File: config.mk
export PLATFORM = sky130hd
export DESIGN_NAME = crack_ctrl
export DESIGN_NICKNAME = d
export VERILOG_FILES = /design/src/rtl/crack_ctrl.sv
export SDC_FILE = /design/constraint.sdc
export NUM_CORES = 1
export LEC_CHECK = 0
export CAP_MARGIN = 40
export CORE_ASPECT_RATIO = 1.2
export CORE_UTILIZATION = 30
export CTS_CLUSTER_SIZE = 12
export DETAILED_ROUTE_END_ITERATION = 10
export HOLD_SLACK_MARGIN = 0.06
export PLACE_DENSITY = 0.57
export SKIP_LAST_GASP = 1
export SLEW_MARGIN = 20
export SYNTH_ARGS = -nofsm -noshare
export SYNTH_HDL_FRONTEND = slang
export SYNTH_SLANG_ARGS = --single-unit
File: constraint.sdc
create_clock -name clk -period 4.3 [get_ports clk]
set_input_delay 1.29 -clock clk [delete_from_list [all_inputs] [get_ports clk]]
set_output_delay 1.29 -clock clk [all_outputs]
set_load 0.05 [all_outputs]
File: src/rtl/crack_ctrl.sv
// Key-search controller: steps arc4 keys 0..KEY_MAX and checks each plaintext for printability.
// Optional CRACK_EARLY_ABORT_EN: leave CHECK on the first non-printable byte instead of reading all.
module crack_ctrl #(
   parameter logic [23:0] KEY_MAX  = 24'hFFFFFF,
   parameter logic [7:0]  PRINT_LO = 8'h20,
   parameter logic [7:0]  PRINT_HI = 8'h7E
) (
   input  logic        clk,
   input  logic        rst_n,
   input  logic        en,
   output logic        rdy,
   output logic [23:0] key,
   output logic        key_valid,
   output logic        arc_en,
   input  logic        arc_rdy,
   output logic [23:0] arc_key,
   output logic        pt_sel,
   output logic [7:0]  pt_addr,
   input  logic [7:0]  pt_rddata
);

   typedef enum logic [3:0] {
      StIdle, StStart, StWaitBusy, StWaitDone, StLenRd, StLenLat, StCheck, StNext, StDone
   } state_e;

   state_e      state_q, state_d;
   logic [23:0] arc_key_q, arc_key_d;
   logic [23:0] key_q, key_d;
   logic        key_valid_q, key_valid_d;
   logic [7:0]  len_q, len_d;
   logic [8:0]  index_q, index_d;
   logic        fail_q, fail_d;

   logic byte_ok, byte_bad, last;

   assign byte_ok = (pt_rddata >= PRINT_LO) && (pt_rddata <= PRINT_HI);
   // Data returned in CHECK belongs to address index_q-1; index 1 data arrives when index_q == 2.
   assign byte_bad = (index_q >= 9'd2) && !byte_ok;
   assign last     = (index_q == ({1'b0, len_q} + 9'd1));

   always_ff @(posedge clk or negedge rst_n) begin
      if (!rst_n) begin
         state_q     <= StIdle;
         arc_key_q   <= '0;
         key_q       <= '0;
         key_valid_q <= 1'b0;
         len_q       <= '0;
         index_q     <= '0;
         fail_q      <= 1'b0;
      end else begin
         state_q     <= state_d;
         arc_key_q   <= arc_key_d;
         key_q       <= key_d;
         key_valid_q <= key_valid_d;
         len_q       <= len_d;
         index_q     <= index_d;
         fail_q      <= fail_d;
      end
   end

   always_comb begin
      state_d     = state_q;
      arc_key_d   = arc_key_q;
      key_d       = key_q;
      key_valid_d = key_valid_q;
      len_d       = len_q;
      index_d     = index_q;
      fail_d      = fail_q;
      arc_en      = 1'b0;
      pt_sel      = 1'b0;
      pt_addr     = '0;

      unique case (state_q)
         StIdle: begin
            if (en) begin
               arc_key_d   = '0;
               key_valid_d = 1'b0;
               state_d     = StStart;
            end
         end
         StStart: begin
            if (arc_rdy) begin
               arc_en  = 1'b1;
               state_d = StWaitBusy;
            end
         end
         StWaitBusy: begin
            if (!arc_rdy) state_d = StWaitDone;
         end
         StWaitDone: begin
            if (arc_rdy) state_d = StLenRd;
         end
         StLenRd: begin
            pt_sel  = 1'b1;
            state_d = StLenLat;
         end
         StLenLat: begin
            pt_sel  = 1'b1;
            len_d   = pt_rddata;
            index_d = 9'd1;
            fail_d  = 1'b0;
            if (pt_rddata == 8'd0) begin
               key_d       = arc_key_q;
               key_valid_d = 1'b1;
               state_d     = StDone;
            end else begin
               state_d = StCheck;
            end
         end
         StCheck: begin
            pt_sel  = 1'b1;
            if (!last) pt_addr = index_q[7:0];
            index_d = index_q + 9'd1;
            fail_d  = fail_q | byte_bad;
            if (last) begin
               if (fail_d) begin
                  state_d = StNext;
               end else begin
                  key_d       = arc_key_q;
                  key_valid_d = 1'b1;
                  state_d     = StDone;
               end
            end
`ifdef CRACK_EARLY_ABORT_EN
            // Suppress the next address so no byte past the failing one is fetched.
            if (byte_bad) begin
               pt_addr = '0;
               state_d = StNext;
            end
`endif
         end
         StNext: begin
            if (arc_key_q == KEY_MAX) begin
               key_valid_d = 1'b0;
               key_d       = KEY_MAX;
               state_d     = StDone;
            end else begin
               arc_key_d = arc_key_q + 24'd1;
               state_d   = StStart;
            end
         end
         StDone: begin
            state_d = StIdle;
         end
         default: begin
            state_d = StIdle;
         end
      endcase
   end

   assign rdy       = (state_q == StIdle);
   assign key       = key_q;
   assign key_valid = key_valid_q;
   assign arc_key   = arc_key_q;

endmodule

# Word level (Yosys, flattened, before mapping)
# Cells that the tools add are included.
totals:
  ff_bits: 71
  output_inout_bits: 60
  wordCells: 76
op_classes:
  addsub: 3
  magnitude_cmp: 3
  n_eq_ne: 18
  muxes: 30
  bitwise_logic: 1
  reduce_logical: 14
ops:
  columns: ["op", "count"]
  rows:
  - ["2-to-1 mux 24 bit", 6]
  - ["case mux 24 bit (3 select lines)", 1]
  - ["case mux 24 bit (2 select lines)", 1]
  - ["2-to-1 mux 4 bit", 8]
  - ["case mux 4 bit (8 select lines)", 1]
  - ["adder 24 x 1 -> 24 bit, second input constant", 1]
  - ["== test 24 bit, second input constant", 1]
  - ["inequality test 2 bit, second input constant", 9]
  - ["case mux 9 bit (2 select lines)", 1]
  - ["== test 4 x 3 -> 1 bit, second input constant", 4]
  - ["2-to-1 mux 8 bit", 2]
  - ["AND reduction 5 bit", 2]
  - ["adder 8 x 1 -> 9 bit, second input constant", 1]
  - ["adder 9 x 1 -> 9 bit, second input constant", 1]
  - ["== test 9 bit", 1]
  - [">= comparator 9 x 2 -> 1 bit, second input constant", 1]
  - ["== test 4 x 2 -> 1 bit, second input constant", 2]
  - [">= comparator 8 x 6 -> 1 bit, second input constant", 1]
  - ["<= comparator 8 x 7 -> 1 bit, second input constant", 1]
  - ["zero test 8 bit", 1]
  - ["2-to-1 mux 1 bit", 8]
  - ["AND reduction 6 bit", 1]
  - ["== test 4 x 1 -> 1 bit, second input constant", 1]
  - ["zero test 4 bit", 1]
  - ["10 further kinds", 12]

# Longest topological paths before layout
depth:
  word_depth: 8
  ltp_mapped: 9
  depth_no_buf: 8

# Worst setup path before layout
# OpenSTA, ideal clock, no wires.
synth_timing:
  path_kind: "register -> output"
  from: "register len_q[0]"
  to: "output port pt_addr[0]"
  t_arrival_ns: 2.335
  required_time_ns: 3.010
  setup_slack_ns: 0.675
  path_stages_with_launch: 8
  path_cell_list: "dfrtp_1 ha_1 buf_2 a21bo_2 o32ai_1 a41oi_1 o311ai_4 a21oi_1"
synth_via:
  elab_chain_cells: 4
synth_lines:
  columns: ["item", "line_no", "text"]
  rows:
  - ["start, declared", "30", "logic [7:0] len_q, len_d;"]
  - ["start signal, assigned", "55", "len_q <= len_d;"]
  - ["adder 8 x 1 -> 9 bit", "39", "assign last = (index_q == ({1'b0, len_q} + 9'd1));"]
  - ["== test 9 bit", "39", null]
  - ["2-to-1 mux 8 bit", "112", "if (!last) pt_addr = index_q[7:0];"]
  - ["2-to-1 mux 8 bit", "73", "unique case (state_q)"]
  - ["end, declared", "18", "output logic [7:0] pt_addr,"]
# No other way between the ends.

# Worst setup path after layout
layout_timing:
  from: "register len_q[0]"
  to: "output port pt_addr[3]"
# The elaborated chain is that of the path after synthesis.

==> flow_summary.toml <==
[clocking]
cts_tree = "yes"
htree_levels = 3
cts_buffer_depth = 2
root_buffer = "clkbuf_16"
path_clk_slew_ns = 0.06
insertion_delay_ns = 0.33
ctsHoldBuffers = 0
cts.sinks = 71
cts_setup_buffers = 0
cts_buffers = 9

[routing]
firstDrtPassIters = 4
avgRoutedWirePerCell_um = 14.8
ant_nets = 0
drtIter0Drc = 192
drc = 0
viasPerCell = 5.02
wirelength_um = 9910
vias = 3353

[worst_setup_path]
r2r_end = "key[6]"
worstReg2RegStart = "state_q[1]"
crit_required_ns = 3.01
worst-path-max-fanout = 8
startpoint_type = "flop"
cp.arrival_ns = 2.78
regToRegSetupSlack_ns = 1.62
crit_path_end_kind = "primary output"
r2r_cells = 7
critPathKind = "flop to primary output"

[sta]
post-route-min-period_ns = 4.07
slew_headroom = 0.634
finClkSkew_ns = 0.00499
finalHoldViolCount = 0
period_share = 0.946
fin_tns_setup_ns = 0
worst-slew-pin-transition_ns = 0.545
rsz0062_at_grt = "no"
clock.fmax_mhz = 246
finalSetupViolCount = 0
slew_violations = 0
holdWs_ns = 0.518

[grt]
grtUsageTotal = 0.153
grtUsageMet1 = 0.198
grt_max_degree = 26
grt_pass1_vias = 3283
grt-ovfl-total = 0
gr-usage-met3 = 0.0314
busiest_layer = "met2"
grt_pass1_wl_um = 16600
antenna_found_initial = 0
grt_use_met2 = 0.247

[cells_and_area]
fill_cells = 1338
final_cells = 668
drive_above_1_share = 0.104
post-route-util = 0.393
diodes = 0
ff_latch_area_mm2 = 0.00178
fin_nets = 512
multi_input_area_mm2 = 0.00199
area_delta_synth_final_pct = 28.8

[floorplanning]
die_h_um = 129
std_cell_rows = 46
start_util = 0.305
ioPinCount = 72
fp.dieW_um = 108
core-area_mm2 = 0.0132
dieArea_mm2 = 0.0139

[yosys]
synth_ff_type = "dfrtp_1"
avgSynthCellArea_um2 = 9.43
syn_inst = 427
synth_cell_types = 53
ys_ff_latch = 71
seq_area_frac_synth = 0.441
synth_nets = 443
syn_area_mm2 = 0.00403
synth_edf_count = 0
async_reset_ff_frac = 1.00
yosysWarnings = 0

[power_and_ir_drop]
ir_drop_v = 0.000295
power_density_mw_per_mm2 = 638
p_leak_nw = 2.32

[hold_path]
min_path_cells = 2
min_from = "key[2]"
holdCritPathClass = "flop to flop"
min_to = "key[2]"

[placed_design]
dp.cells = 653
port_buffers = 71
place_congestion = 0.850
dp_hpwl_um = 7070

[run]
max_cap_violations = 0

[status]
status = "completed"
-- per-layer routing --
| metal | vias to the layer above | part of all wire |
|---|---|---|
| met4 | 0 | 0.023 |
| met5 | - | 0 |
| met2 | 83 | 0.47 |
| li1 | 1634 | - |
| met1 | 1614 | 0.47 |
| met3 | 22 | 0.042 |
-- cells in the mapped netlist, types with 2 or more instances --
| master | count | area (um^2) |
|---|---|---|
| clkbuf_1 | 17 | 63.8 |
| dfrtp_1 | 71 | 1780 |
| and2_1 | 9 | 56.3 |
| nand2_1 | 21 | 78.8 |
| buf_6 | 2 | 22.5 |
| and3_1 | 4 | 25.0 |
| or3_1 | 3 | 18.8 |
| a31oi_1 | 6 | 37.5 |
| o211ai_1 | 2 | 15.0 |
| nor3_1 | 8 | 40.0 |
| and4b_1 | 2 | 20.0 |
| xor2_1 | 6 | 52.6 |
| o21ai_0 | 19 | 95.1 |
| xnor2_1 | 26 | 228 |
| buf_4 | 2 | 15.0 |
| buf_2 | 4 | 20.0 |
| a21o_1 | 4 | 30.0 |
| nand4_1 | 9 | 56.3 |
| a211oi_1 | 4 | 30.0 |
| a2111oi_0 | 9 | 78.8 |
| and4_1 | 4 | 35.0 |
| a21oi_1 | 4 | 20.0 |
| inv_1 | 37 | 139 |
| nor4_1 | 11 | 68.8 |
| ha_1 | 4 | 50.1 |
| mux2i_1 | 25 | 250 |
| nand3_1 | 20 | 100 |
| nand2b_1 | 2 | 12.5 |
| nor2_1 | 59 | 221 |
| mux2_2 | 8 | 90.1 |
| a41oi_1 | 3 | 26.3 |
-- worst max path at each step --
stage / startpoint / end / slack (ns) / depth (start not counted)
floorplan: len_q[0] / pt_addr[0] / 0.68 / 7
global placement: len_q[0] / pt_addr[0] / 0.37 / 7
detailed placement: len_q[0] / pt_addr[0] / 0.35 / 7
CTS: len_q[0] / pt_addr[3] / 0.23 / 9
global route: len_q[0] / pt_addr[3] / 0.006 / 9
finish: len_q[0] / pt_addr[3] / 0.23 / 9
-- cell type report --
type | count | area share
inverters | 37 | 0.0268
flip-flops and latches | 71 | 0.343
repair buffers | 83 | 0.156
well taps | 168 | 0.0405
clock inverters | 4 | 0.00434
clock buffers | 11 | 0.0468
multi-input cells | 294 | 0.383
-- state kept, by name (all words and copies together) (netlist names) --
name,count
key,24
state_q,4
index_q,9
key_valid,1
fail_q,1
arc_key,24
len_q,8
-- per-stage QoR --
stage          worst slack (ns)  power [W]  cell area, um^2
2_1_floorplan             0.675    0.00214             4030
3_3_place_gp              0.368    0.00262             4890
3_5_place_dp              0.347    0.00266             4920
4_1_cts                   0.228    0.00335             5190
5_1_grt                 0.00621    0.00351             5190
6_report                  0.233    0.00331             5190
-- what timing repair did --
| action | in CTS | in global routing |
|---|---|---|
| endpoints found under the setup margin | 1 | 0 |
| gates resized for setup | 1 | 0 |
| hold endpoints to repair | 0 | 0 |
-- power by group --
| group | switching, W | internal [W] | leakage [nW] | total (W) |
|---|---|---|---|---|
| logic | 0.000973 | 0.000583 | 1.26 | 0.00156 |
| registers | 0.000212 | 0.000860 | 0.932 | 0.00107 |
| clock network | 0.000281 | 0.000400 | 0.131 | 0.000681 |
| total | 0.00147 | 0.00184 | 2.32 | 0.00331 |
-- placed cells by master (no fill, tap or decap), types with 3 or more instances in the layout --
master,netlist,final
a41oi_1,3,3
clkinv_2,0,3
a2111oi_0,9,9
xor2_1,6,6
a21o_1,4,4
clkbuf_16,0,9
mux2i_1,25,25
a21oi_1,4,4
o21ai_0,19,19
nor4_1,11,11
nand2_1,21,21
inv_1,37,37
nand4_1,9,9
clkdlybuf4s50_1,0,61
a31oi_1,6,6
nand3_1,20,20
and3_1,4,4
xnor2_1,26,26
ha_1,4,4
a211oi_1,4,4
mux2_2,8,8
or3_1,3,3
buf_4,2,17
nor3_1,8,8
and4_1,4,4
dfrtp_1,71,71
nor2_1,59,59
and2_1,9,9
-- critical path, cell delays in order (launching register included) --
cell      delay [ns]
dfrtp_1         0.46
ha_1            0.37
a21bo_2         0.27
nor3b_1         0.19
o211ai_1        0.13
a32oi_1         0.24
buf_4           0.19
nand2_1         0.16
and2_1          0.24
buf_4           0.19
-- kinds of logic after synthesis --
group | after synthesis | share of synthesized area
xor+xnor | 32 | 0.0696
flops | 71 | 0.441
compound gates | 64 | 0.122
mux | 33 | 0.0846
simple gates | 161 | 0.205
fa+ha+maj | 4 | 0.0124
buf+inv | 62 | 0.0647
No activity file was read; power rests on OpenSTA's default activity.
